<file path="src/rtl/qr_matrix_streamer_pkg.sv">
// Shared types and helpers for the QR matrix streamer.
// Optional build macro: QRSTREAM_COLMAJOR_EN selects column-major read-out order.
package qr_pkg;

  localparam int unsigned DEF_DATA_W = 16;
  localparam int unsigned DEF_N      = 3;
  localparam int unsigned ELEMS      = DEF_N * DEF_N;

  typedef enum logic [2:0] {
    ST_IDLE      = 3'd0,
    ST_LOAD      = 3'd1,
    ST_LEAD      = 3'd2,
    ST_STREAM    = 3'd3,
    ST_WAIT_DONE = 3'd4
  } state_e;

  // Maps the k-th streamed element to its buffer address. Host writes are
  // always row-major, so row-major read-out is the identity mapping.
  function automatic int unsigned idx2addr(input int unsigned idx, input int unsigned n);
    int unsigned r;
    int unsigned c;
`ifdef QRSTREAM_COLMAJOR_EN
    c = idx / n;
    r = idx % n;
`else
    r = idx / n;
    c = idx % n;
`endif
    return r * n + c;
  endfunction

endpackage

</file>
<file path="src/rtl/qr_matrix_streamer_if.sv">
// Host write port of the QR matrix streamer (valid/ready element stream).
interface qr_matrix_streamer_if #(
  parameter int unsigned DATA_W = qr_pkg::DEF_DATA_W
);
  logic              in_valid;
  logic              in_ready;
  logic [DATA_W-1:0] in_data;

  modport master (output in_valid, output in_data, input in_ready);
  modport slave  (input in_valid, input in_data, output in_ready);
endinterface

</file>
<file path="src/rtl/qr_matrix_streamer_elem_buf.sv">
// Matrix element store: synchronous write port, registered read port that
// returns zero whenever no read is requested.
module qr_elem_buf #(
  parameter int unsigned DATA_W = qr_pkg::DEF_DATA_W,
  parameter int unsigned DEPTH  = qr_pkg::ELEMS,
  parameter int unsigned AW     = 4
) (
  input  logic              clk,
  input  logic              reset,
  input  logic              wr_en,
  input  logic [AW-1:0]     wr_addr,
  input  logic [DATA_W-1:0] wr_data,
  input  logic              rd_en,
  input  logic [AW-1:0]     rd_addr,
  output logic [DATA_W-1:0] rd_data
);

  logic [DATA_W-1:0] mem_q [DEPTH];
  logic [DATA_W-1:0] rd_data_d;
  logic [DATA_W-1:0] rd_data_q;

  // Storage write; contents are don't-care after reset so no reset here.
  always_ff @(posedge clk) begin
    if (wr_en) begin
      mem_q[wr_addr] <= wr_data;
    end
  end

  // Read mux: selected element when reading, zero otherwise.
  always_comb begin
    rd_data_d = '0;
    if (rd_en) begin
      rd_data_d = mem_q[rd_addr];
    end else begin
      rd_data_d = '0;
    end
  end

  // Read data register drives the core's A port directly.
  always_ff @(posedge clk) begin
    if (reset) begin
      rd_data_q <= '0;
    end else begin
      rd_data_q <= rd_data_d;
    end
  end

  assign rd_data = rd_data_q;

endmodule

</file>
<file path="src/rtl/qr_matrix_streamer.sv">
// QR core transmit front end: buffers one N x N matrix from the host, then
// plays it out as start + LEAD idle cycles + one element per cycle, and holds
// off the next matrix until the core pulses done.
// Optional build macro: QRSTREAM_COLMAJOR_EN (column-major read-out order).
module qr_matrix_streamer
  import qr_pkg::*;
#(
  parameter int unsigned DATA_W = DEF_DATA_W,
  parameter int unsigned N      = DEF_N,
  parameter int unsigned LEAD   = 2
) (
  input  logic                 clk,
  input  logic                 reset,
  qr_matrix_streamer_if.slave  host,
  output logic                 start,
  output logic [DATA_W-1:0]    A,
  input  logic                 done,
  output logic                 busy
);

  localparam int unsigned NUM_ELEMS = N * N;
  localparam int unsigned CNT_W     = (NUM_ELEMS > 1) ? $clog2(NUM_ELEMS) : 1;
  localparam logic [CNT_W-1:0] LAST_IDX  = CNT_W'(NUM_ELEMS - 1);
  localparam logic [2:0]       LEAD_LAST = 3'(LEAD - 1);

  state_e           state_q, state_d;
  logic [CNT_W-1:0] wr_cnt_q, wr_cnt_d;
  logic [CNT_W-1:0] rd_cnt_q, rd_cnt_d;
  logic [2:0]       lead_cnt_q, lead_cnt_d;
  logic             in_ready_q, in_ready_d;
  logic             start_q, start_d;
  logic             busy_q, busy_d;

  logic             xfer_s;
  logic             wr_en_s;
  logic             rd_en_s;
  logic [CNT_W-1:0] rd_idx_s;
  logic [CNT_W-1:0] rd_addr_s;

  // Next-state, counter and buffer-port decode.
  always_comb begin
    state_d    = state_q;
    wr_cnt_d   = wr_cnt_q;
    rd_cnt_d   = rd_cnt_q;
    lead_cnt_d = lead_cnt_q;
    wr_en_s    = 1'b0;
    rd_en_s    = 1'b0;
    rd_idx_s   = '0;
    xfer_s     = host.in_valid & in_ready_q;

    case (state_q)
      ST_IDLE: begin
        if (xfer_s) begin
          wr_en_s  = 1'b1;
          wr_cnt_d = CNT_W'(1);
          state_d  = ST_LOAD;
        end else begin
          state_d  = ST_IDLE;
        end
      end
      ST_LOAD: begin
        if (xfer_s) begin
          wr_en_s = 1'b1;
          if (wr_cnt_q == LAST_IDX) begin
            lead_cnt_d = 3'd0;
            // With no lead time the first element is fetched on the same edge.
            if (LEAD == 0) begin
              state_d  = ST_STREAM;
              rd_en_s  = 1'b1;
              rd_cnt_d = '0;
            end else begin
              state_d  = ST_LEAD;
            end
          end else begin
            wr_cnt_d = wr_cnt_q + CNT_W'(1);
          end
        end else begin
          state_d = ST_LOAD;
        end
      end
      ST_LEAD: begin
        if (lead_cnt_q == LEAD_LAST) begin
          state_d  = ST_STREAM;
          rd_en_s  = 1'b1;
          rd_cnt_d = '0;
        end else begin
          lead_cnt_d = lead_cnt_q + 3'd1;
        end
      end
      ST_STREAM: begin
        if (rd_cnt_q == LAST_IDX) begin
          state_d = ST_WAIT_DONE;
        end else begin
          rd_en_s  = 1'b1;
          rd_idx_s = rd_cnt_q + CNT_W'(1);
          rd_cnt_d = rd_idx_s;
        end
      end
      ST_WAIT_DONE: begin
        if (done) begin
          state_d    = ST_IDLE;
          wr_cnt_d   = '0;
          rd_cnt_d   = '0;
          lead_cnt_d = 3'd0;
        end else begin
          state_d    = ST_WAIT_DONE;
        end
      end
      default: begin
        state_d    = ST_IDLE;
        wr_cnt_d   = '0;
        rd_cnt_d   = '0;
        lead_cnt_d = 3'd0;
      end
    endcase

    rd_addr_s  = CNT_W'(idx2addr(32'(rd_idx_s), N));
    in_ready_d = (state_d == ST_IDLE) || (state_d == ST_LOAD);
    start_d    = (state_d == ST_LEAD) || (state_d == ST_STREAM) || (state_d == ST_WAIT_DONE);
    busy_d     = (state_d != ST_IDLE);
  end

  // State, counters and registered handshake/control outputs.
  always_ff @(posedge clk) begin
    if (reset) begin
      state_q    <= ST_IDLE;
      wr_cnt_q   <= '0;
      rd_cnt_q   <= '0;
      lead_cnt_q <= 3'd0;
      in_ready_q <= 1'b1;
      start_q    <= 1'b0;
      busy_q     <= 1'b0;
    end else begin
      state_q    <= state_d;
      wr_cnt_q   <= wr_cnt_d;
      rd_cnt_q   <= rd_cnt_d;
      lead_cnt_q <= lead_cnt_d;
      in_ready_q <= in_ready_d;
      start_q    <= start_d;
      busy_q     <= busy_d;
    end
  end

  qr_elem_buf #(
    .DATA_W (DATA_W),
    .DEPTH  (NUM_ELEMS),
    .AW     (CNT_W)
  ) u_buf (
    .clk     (clk),
    .reset   (reset),
    .wr_en   (wr_en_s),
    .wr_addr (wr_cnt_q),
    .wr_data (host.in_data),
    .rd_en   (rd_en_s),
    .rd_addr (rd_addr_s),
    .rd_data (A)
  );

  assign host.in_ready = in_ready_q;
  assign start         = start_q;
  assign busy          = busy_q;

endmodule

</file>
<file path="src/flat_wrapper.sv">
// flat-port wrapper written by rule: the top's interface ports become plain ports
module qr_matrix_streamer_flat import qr_pkg::*;
#(
  parameter int unsigned DATA_W = DEF_DATA_W,
  parameter int unsigned N      = DEF_N,
  parameter int unsigned LEAD   = 2
)
  (clk, reset, start, A, done, busy, host_in_valid, host_in_data, host_in_ready);
  qr_matrix_streamer_if #(.DATA_W(DATA_W)) host_i ();
  input  logic clk;
  input  logic reset;
  output logic start;
  output logic [DATA_W-1:0] A;
  input  logic done;
  output logic busy;
  input wire logic [$bits(host_i.in_valid)-1:0] host_in_valid;
  input wire logic [$bits(host_i.in_data)-1:0] host_in_data;
  output wire logic [$bits(host_i.in_ready)-1:0] host_in_ready;
  assign host_i.in_valid = host_in_valid;
  assign host_i.in_data = host_in_data;
  assign host_in_ready = host_i.in_ready;
  qr_matrix_streamer #(.DATA_W(DATA_W), .N(N), .LEAD(LEAD)) u_core (.clk(clk), .reset(reset), .host(host_i), .start(start), .A(A), .done(done), .busy(busy));
endmodule
</file>
<file path="config.mk">
export PLATFORM = sky130hd
export DESIGN_NAME = qr_matrix_streamer_flat
export DESIGN_NICKNAME = d
export VERILOG_FILES = /design/src/rtl/qr_matrix_streamer_pkg.sv /design/src/rtl/qr_matrix_streamer_if.sv /design/src/rtl/qr_matrix_streamer_elem_buf.sv /design/src/rtl/qr_matrix_streamer.sv /design/src/flat_wrapper.sv
export SDC_FILE = /design/constraint.sdc
export NUM_CORES = 1
export LEC_CHECK = 0
export ABC_AREA = 1
export CAP_MARGIN = 10
export CORE_MARGIN = 2
export CORE_UTILIZATION = 24
export DETAILED_ROUTE_END_ITERATION = 6
export PLACE_DENSITY = 0.46
export SYNTH_ARGS = -nofsm -noshare
export SYNTH_HDL_FRONTEND = slang
export SYNTH_SLANG_ARGS = --single-unit
export TNS_END_PERCENT = 5
</file>
<file path="constraint.sdc">
create_clock -name clk -period 10.1 [get_ports clk]
set_input_delay 2.02 -clock clk [delete_from_list [all_inputs] [get_ports clk]]
set_output_delay 2.02 -clock clk [all_outputs]
set_load 0.02 [all_outputs]
</file>
==> results of run 1 <==
## report_power, final
| part | switching (mW) | internal (mW) | leakage (nW) |
|---|---|---|---|
| sequential | 0.00421 | 0.801 | 1.57 |
| combinational | 0.0290 | 0.0178 | 1.55 |
| clock | 0.277 | 0.371 | 0.272 |
| total | 0.310 | 1.19 | 3.40 |
## path summary, 6_finish.rpt
check | to | slack (ns) | cells after the start
max | u_core.u_buf.rd_data[5]$_SDFF_PP0_ | 4.68 | 36
min | u_core.lead_cnt_q[0]$_SDFFE_PP0P_ | 0.49 | 1
max reg2reg | u_core.u_buf.rd_data[5]$_SDFF_PP0_ | 4.68 | 36
min reg2reg | u_core.lead_cnt_q[0]$_SDFFE_PP0P_ | 0.49 | 1
## final cells by class
class / count / area share [%]
Clock buffer: 19 / 4.94
Multi-Input combinational cell: 401 / 24.6
Inverter: 54 / 2.26
Clock inverter: 12 / 1.52
Timing Repair Buffer: 53 / 5.50
Sequential cell: 177 / 55.7
Tap cell: 396 / 5.53
## per-layer routing
layer | vias to the layer above | GRT usage [%] | wire length, um
li1 | 2411 | - | -
met1 | 2357 | 15.2 | 8600
met2 | 78 | 18.4 | 8350
met3 | 15 | 2.51 | 587
met4 | 0 | 3.10 | 172
met5 | - | 0 | 0
## state kept, by name, summed over array words and instances, names as in the netlist
signal / count
u_core.u_buf.mem_q: 144
u_core.busy: 1
u_core.state_q: 3
u_core.lead_cnt_q: 3
u_core.rd_cnt_q: 4
u_core.host.in_ready: 1
u_core.wr_cnt_q: 4
u_core.u_buf.rd_data: 16
u_core.start: 1
## kinds of logic after synthesis
logic type / after synthesis / synth area share (%)
compound gates: 121 / 9.35
xor+xnor: 2 / 0.234
fa+ha+maj: 13 / 2.27
buf+inv: 84 / 4.55
flops: 177 / 66.6
simple gates: 265 / 16.9
## cell usage after synthesis (3+ instances only)
cell type / n / area, um2
edfxtp_1: 144 / 4320
nand3_1: 48 / 240
nand3_2: 18 / 180
inv_2: 3 / 11.3
nand2_4: 5 / 56.3
nand2_2: 3 / 18.8
nor2_1: 50 / 188
dfxtp_1: 33 / 661
a21oi_1: 73 / 365
clkbuf_1: 24 / 90.1
o21ai_0: 9 / 45.0
ha_1: 12 / 150
nand2_1: 117 / 439
nand4_1: 4 / 25.0
inv_1: 49 / 184
a22oi_1: 32 / 240
nor3_1: 14 / 70.1
## worst max-delay path, delay by kind of cell (launching register included)
family / cells / cell delay, ns
AO/OA/AOI/OAI: 1 / 0.12
adder cells (fa/ha/maj): 5 / 1.21
buffers and inverters: 10 / 1.09
flip-flops: 1 / 0.39
AND/OR/NAND/NOR: 20 / 2.49
==> results.md, run 1 <==
- Status: finished clean
- Number of synthesized flops with an enable pin: 144
- Final hold vios: 0
- Final core utilization: 29.2%
- Hold path startpoint: u_core.lead_cnt_q[0]$_SDFFE_PP0P_
- Clock root buffer: clkbuf_16
- Vias in the first global route: 4928
- Post-synthesis cell area: 0.00748 mm2
- CP Data Required Time: 10.43 ns
- Final Non-Filler Cells: 1112
- Max Clk Rate: 184 MHz
- Max Cap Viol: 0
- Most frequent cells in the layout: edfxtp_1 (144), nand2_1 (117), a21oi_1 (73), nor2_1 (49)
- YS warnings: 0
- Via Count: 4861
- CTS tree: yes
- Min Hold Slack: 0.491 ns
- TritonCTS Sinks: 177
- Crit Reg-Reg Startpoint: u_core.rd_cnt_q[0]$_SDFFE_PP0P_
- Starting density of the core: 24.4%
- Cts hold-fix bufs: 0
- Tcrit/Tclk final: 53.7%
- DRT iter0 DRCs: 350
- I/O Pins: 39
- Final Wtd Congestion: 0.734
- Fin worst setup slack: 4.68 ns
- Post-CTS sizing: 0
- Synth Flop Type: edfxtp_1
- Crit. End Element: flop
- PwrDens: 167 mW/mm2
- Register area share after synthesis: 66.6%
- Mapped Nets: 695
- Rel. slew slack: 47.4%
- CP Max Fanout: 34
- Cell area after layout: 0.00896 mm2
- VDD IR-drop max: 0.107 mV
- DRC: 0
- CP Class: flop to flop
- GR Overflow Total: 0
- Fillers: 3127
- WP data arrival: 5.75 ns
- Post-DRT Antenna Nets: 0
- Die ar.: 0.0326 mm2
- Register Area: 0.00498 mm2
- Setup Total Neg Slack: 0 ns
- Clk pin slew, worst setup/hold paths: 0.07 ns
- Critical Path Slowest Stage Cell: nand3_2
- HPWL after DPL: 10000 um
- Power after layout: 1.50 mW
- Final wirelength: 17700 um
- Setup violators final: 0
- CTS Buffer Depth: 2
- Inst Count DP: 1081
- Initial antenna violation count: 0
- Worst-margin pin slew: 0.789 ns
- Later-pin clock latency in the skew report: 0.43 ns
- Area post-placement: 0.00838 mm2
- Syn Inst Count: 662
- Crit path largest cell delay: 0.50 ns
- First-pass GRT wire length: 28100 um
- Fin nets: 737
- Syn_area_per_cell: 11.3 um2
- CTS Buf Count: 17
- Fin. max-slew vios: 0
- Vias per inst: 4.37
- GRT Resource Usage Total: 11.3%
- Port buffer count: 38
- CTS H-Tree Depth: 4
- Post-CTS Setup Repair Bufs: 0
- Largest net degree at the start of global routing: 67
- LEAKAGE: 3.40 nW
- Multi-input logic area: 0.00220 mm2
- Hold WC Path Type: flop to flop
- WL/cell: 15.9 um
- Post-Place Worst Slack: 4.64 ns
- Most Frequent Cell on Critical Path: nand2_1
- Ys async rst share: 0%
- Antenna cells: 0
- Min cycle time layout: 5.42 ns
- Row count: 64
- Post-synthesis register bit count: 177
- Detailed Routing Iterations Pass 1: 5
- RSZ-0062 raised after global routing: false
- Core ar.: 0.0307 mm2
- Synth unique cells: 33
- Width of the die: 181 um
- Layout area overhead: 19.8%
- Skew final: 0.0112 ns
- Worst setup SP type: flop
- DIE HEIGHT: 181 um
- Commonest non-fill, non-tap cell in the layout: edfxtp_1
- Crit path from: u_core.rd_cnt_q[0]$_SDFFE_PP0P_
- Layout cells sized above 1: 12.2%
No activity file was read; power rests on OpenSTA's default activity.
==> inputs of run 2 (changes only) <==
--- a/config.mk
+++ b/config.mk
@@ -10,7 +10,7 @@
 export CORE_MARGIN = 2
 export CORE_UTILIZATION = 24
 export DETAILED_ROUTE_END_ITERATION = 6
-export PLACE_DENSITY = 0.46
+export PLACE_DENSITY = 0.47
 export SYNTH_ARGS = -nofsm -noshare
 export SYNTH_HDL_FRONTEND = slang
 export SYNTH_SLANG_ARGS = --single-unit
==> constraint.sdc (replaced) <==
create_clock -name clk -period 4.8 [get_ports clk]
set_input_delay 0.96 -clock clk [delete_from_list [all_inputs] [get_ports clk]]
set_output_delay 0.96 -clock clk [all_outputs]
set_load 0.02 [all_outputs]
==> results.md, run 2 (same netlist as run 1, synthesis figures left out) <==
- Status: finished clean
- Logic pwr share: 3.0%
- CTS Buffer Depth: 2
- Via Count: 4834
- Tcrit/Tclk final: 90.0%
- LEAKAGE: 3.47 nW
- Starting density of the core: 24.4%
- Hold WC Path Type: flop to flop
- Later-pin clock latency in the skew report: 0.43 ns
- First-pass GRT wire length: 27900 um
- Crit path largest cell delay: 0.39 ns
- Initial antenna violation count: 0
- Hold path startpoint: u_core.lead_cnt_q[0]$_SDFFE_PP0P_
- CTS H-Tree Depth: 4
- Crit. End Element: flop
- Width of the die: 181 um
- Top delay family on crit path: simple AND/OR/NAND/NOR gates
- Port buffer count: 38
- Layout area overhead: 21.8%
- Worst setup SP type: flop
- Clk network pwr share: 45.6%
- Setup violators final: 0
- GRT Resource Usage Total: 11.0%
- Largest net degree at the start of global routing: 66
- TritonCTS Sinks: 177
- CP Data Required Time: 5.13 ns
- Largest register by flop count: u_core.u_buf.mem_q
- Commonest non-fill, non-tap cell in the layout: edfxtp_1
- Detailed Routing Iterations Pass 1: 4
- Clk pin slew, worst setup/hold paths: 0.07 ns
- Sw Share: 20.7%
- DRC: 0
- Vias per inst: 4.32
- Inst Count DP: 1084
- Cells on worst reg2reg path: 34
- Fin nets: 742
- Clock root buffer: clkbuf_16
- Min Hold Slack: 0.496 ns
- DRT iter0 DRCs: 319
- Hold path depth: 1
- Crit Reg-Reg Startpoint: u_core.rd_cnt_q[0]$_SDFFE_PP0P_
- Rel. slew slack: 49.2%
- VDD IR-drop max: 0.179 mV
- DIE HEIGHT: 181 um
- Most Frequent Cell on Critical Path: nand2_1
- Min cycle time layout: 4.32 ns
- Final Wtd Congestion: 0.758
- WL/cell: 15.7 um
- Final hold vios: 0
- Sequential power share: 51.4%
- Power Internal: 2.61 mW
- Die ar.: 0.0326 mm2
- Most frequent cells in the layout: edfxtp_1 (144), nand2_1 (117), a21oi_1 (73)
- Setup Total Neg Slack: 0 ns
- CP Max Fanout: 16
- Max Cap Viol: 0
- NetSw: 0.681 mW
- Max Clk Rate: 231 MHz
- Layout cells sized above 1: 14.0%
- Row count: 64
- WP data arrival: 4.65 ns
- Vias in the first global route: 4923
- Final Non-Filler Cells: 1118
- Post-DRT Antenna Nets: 0
- R2R Path End: u_core.u_buf.rd_data[3]$_SDFF_PP0_
- R2R setup slack: 0.48 ns
- HPWL after DPL: 10000 um
- Max reg flops: 144
- Core ar.: 0.0307 mm2
- Final wirelength: 17600 um
- Fin. max-slew vios: 0
- WP buf/inv: 8
- Antenna cells: 0
- GR Overflow Total: 0
- CP Class: flop to flop
- Critical Path Slowest Stage Cell: dfxtp_4
- Final core utilization: 29.7%
- Skew final: 0.0137 ns
- Hold EP: u_core.lead_cnt_q[0]$_SDFFE_PP0P_
- PwrDens: 361 mW/mm2
- I/O Pins: 39
- CTS tree: yes
- Cts hold-fix bufs: 0
- CTS Buf Count: 17
- Worst-margin pin slew: 0.762 ns
run 2: cell count changes in the layout (fill, tap and decap cells not counted), sizes merged:
cell | previous run | this run
buf | 15 | 20
bufinv | 2 | 3
inv | 53 | 58
clkinv | 8 | 3
clkinvlp | 3 | 1
clkbuf | 19 | 21
run 2: final cells by class:
type                       instances  area (um2)
clock inverter                    11         161
clock buffer                      21         480
timing repair buffer              58         538
tap                              396         495
multi-input combinational        401        2240
inverter                          54         203
sequential                       177        4990
fill                            3127       21600
run 2: timing repair:
action	CTS	global route
setup endpoints to repair	0	16
resized for setup	0	12
buffers inserted	0	2
run 2: per-stage QoR:
stage	setup slack [ns]	instance area, um2	power [mW]
6_report	0.478	9110	3.29
3_3_place_gp	0.349	8400	1.83
5_1_grt	-0.0150	9110	3.40
2_1_floorplan	0.348	7480	1.77
3_5_place_dp	0.236	8400	1.83
4_1_cts	0.223	9040	3.32
run 2: worst max path at each step:
stage                                         start                                  to  slack, ns  cells past startpoint
global route        u_core.rd_cnt_q[0]$_SDFFE_PP0P_  u_core.u_buf.rd_data[2]$_SDFF_PP0_      -0.01                     34
floorplan           u_core.rd_cnt_q[0]$_SDFFE_PP0P_  u_core.u_buf.rd_data[0]$_SDFF_PP0_       0.35                     36
detailed placement  u_core.rd_cnt_q[0]$_SDFFE_PP0P_  u_core.u_buf.rd_data[2]$_SDFF_PP0_       0.24                     34
CTS                 u_core.rd_cnt_q[0]$_SDFFE_PP0P_  u_core.u_buf.rd_data[2]$_SDFF_PP0_       0.22                     34
global placement    u_core.rd_cnt_q[0]$_SDFFE_PP0P_  u_core.u_buf.rd_data[4]$_SDFF_PP0_       0.35                     34
finish              u_core.rd_cnt_q[0]$_SDFFE_PP0P_  u_core.u_buf.rd_data[3]$_SDFF_PP0_       0.48                     34
run 2: power by group through the flow:
stage	clock network, mW	logic, mW	registers [mW]
3_3_place_gp	0	0.101	1.73
6_report	1.50	0.0991	1.69
2_1_floorplan	0	0.0456	1.73
5_1_grt	1.59	0.113	1.69
3_5_place_dp	0	0.101	1.73
4_1_cts	1.53	0.102	1.69
run 2: worst register-to-register path, delay by kind of cell (launching register included):
| family | cells | cell delay, ns |
|---|---|---|
| AOI/OAI and AO/OA | 1 | 0.12 |
| and+or+nand+nor | 21 | 2.06 |
| DFF | 1 | 0.39 |
| adders and majority gates | 4 | 1.07 |
| buffers and inverters | 8 | 0.60 |
run 2: per-layer routing:
layer | vias up | wire length [um] | track usage (%)
met4 | 0 | 129 | 2.52
met2 | 101 | 8380 | 18.6
met1 | 2293 | 8150 | 14.6
met5 | - | 0 | 0
li1 | 2429 | - | -
met3 | 11 | 938 | 2.20
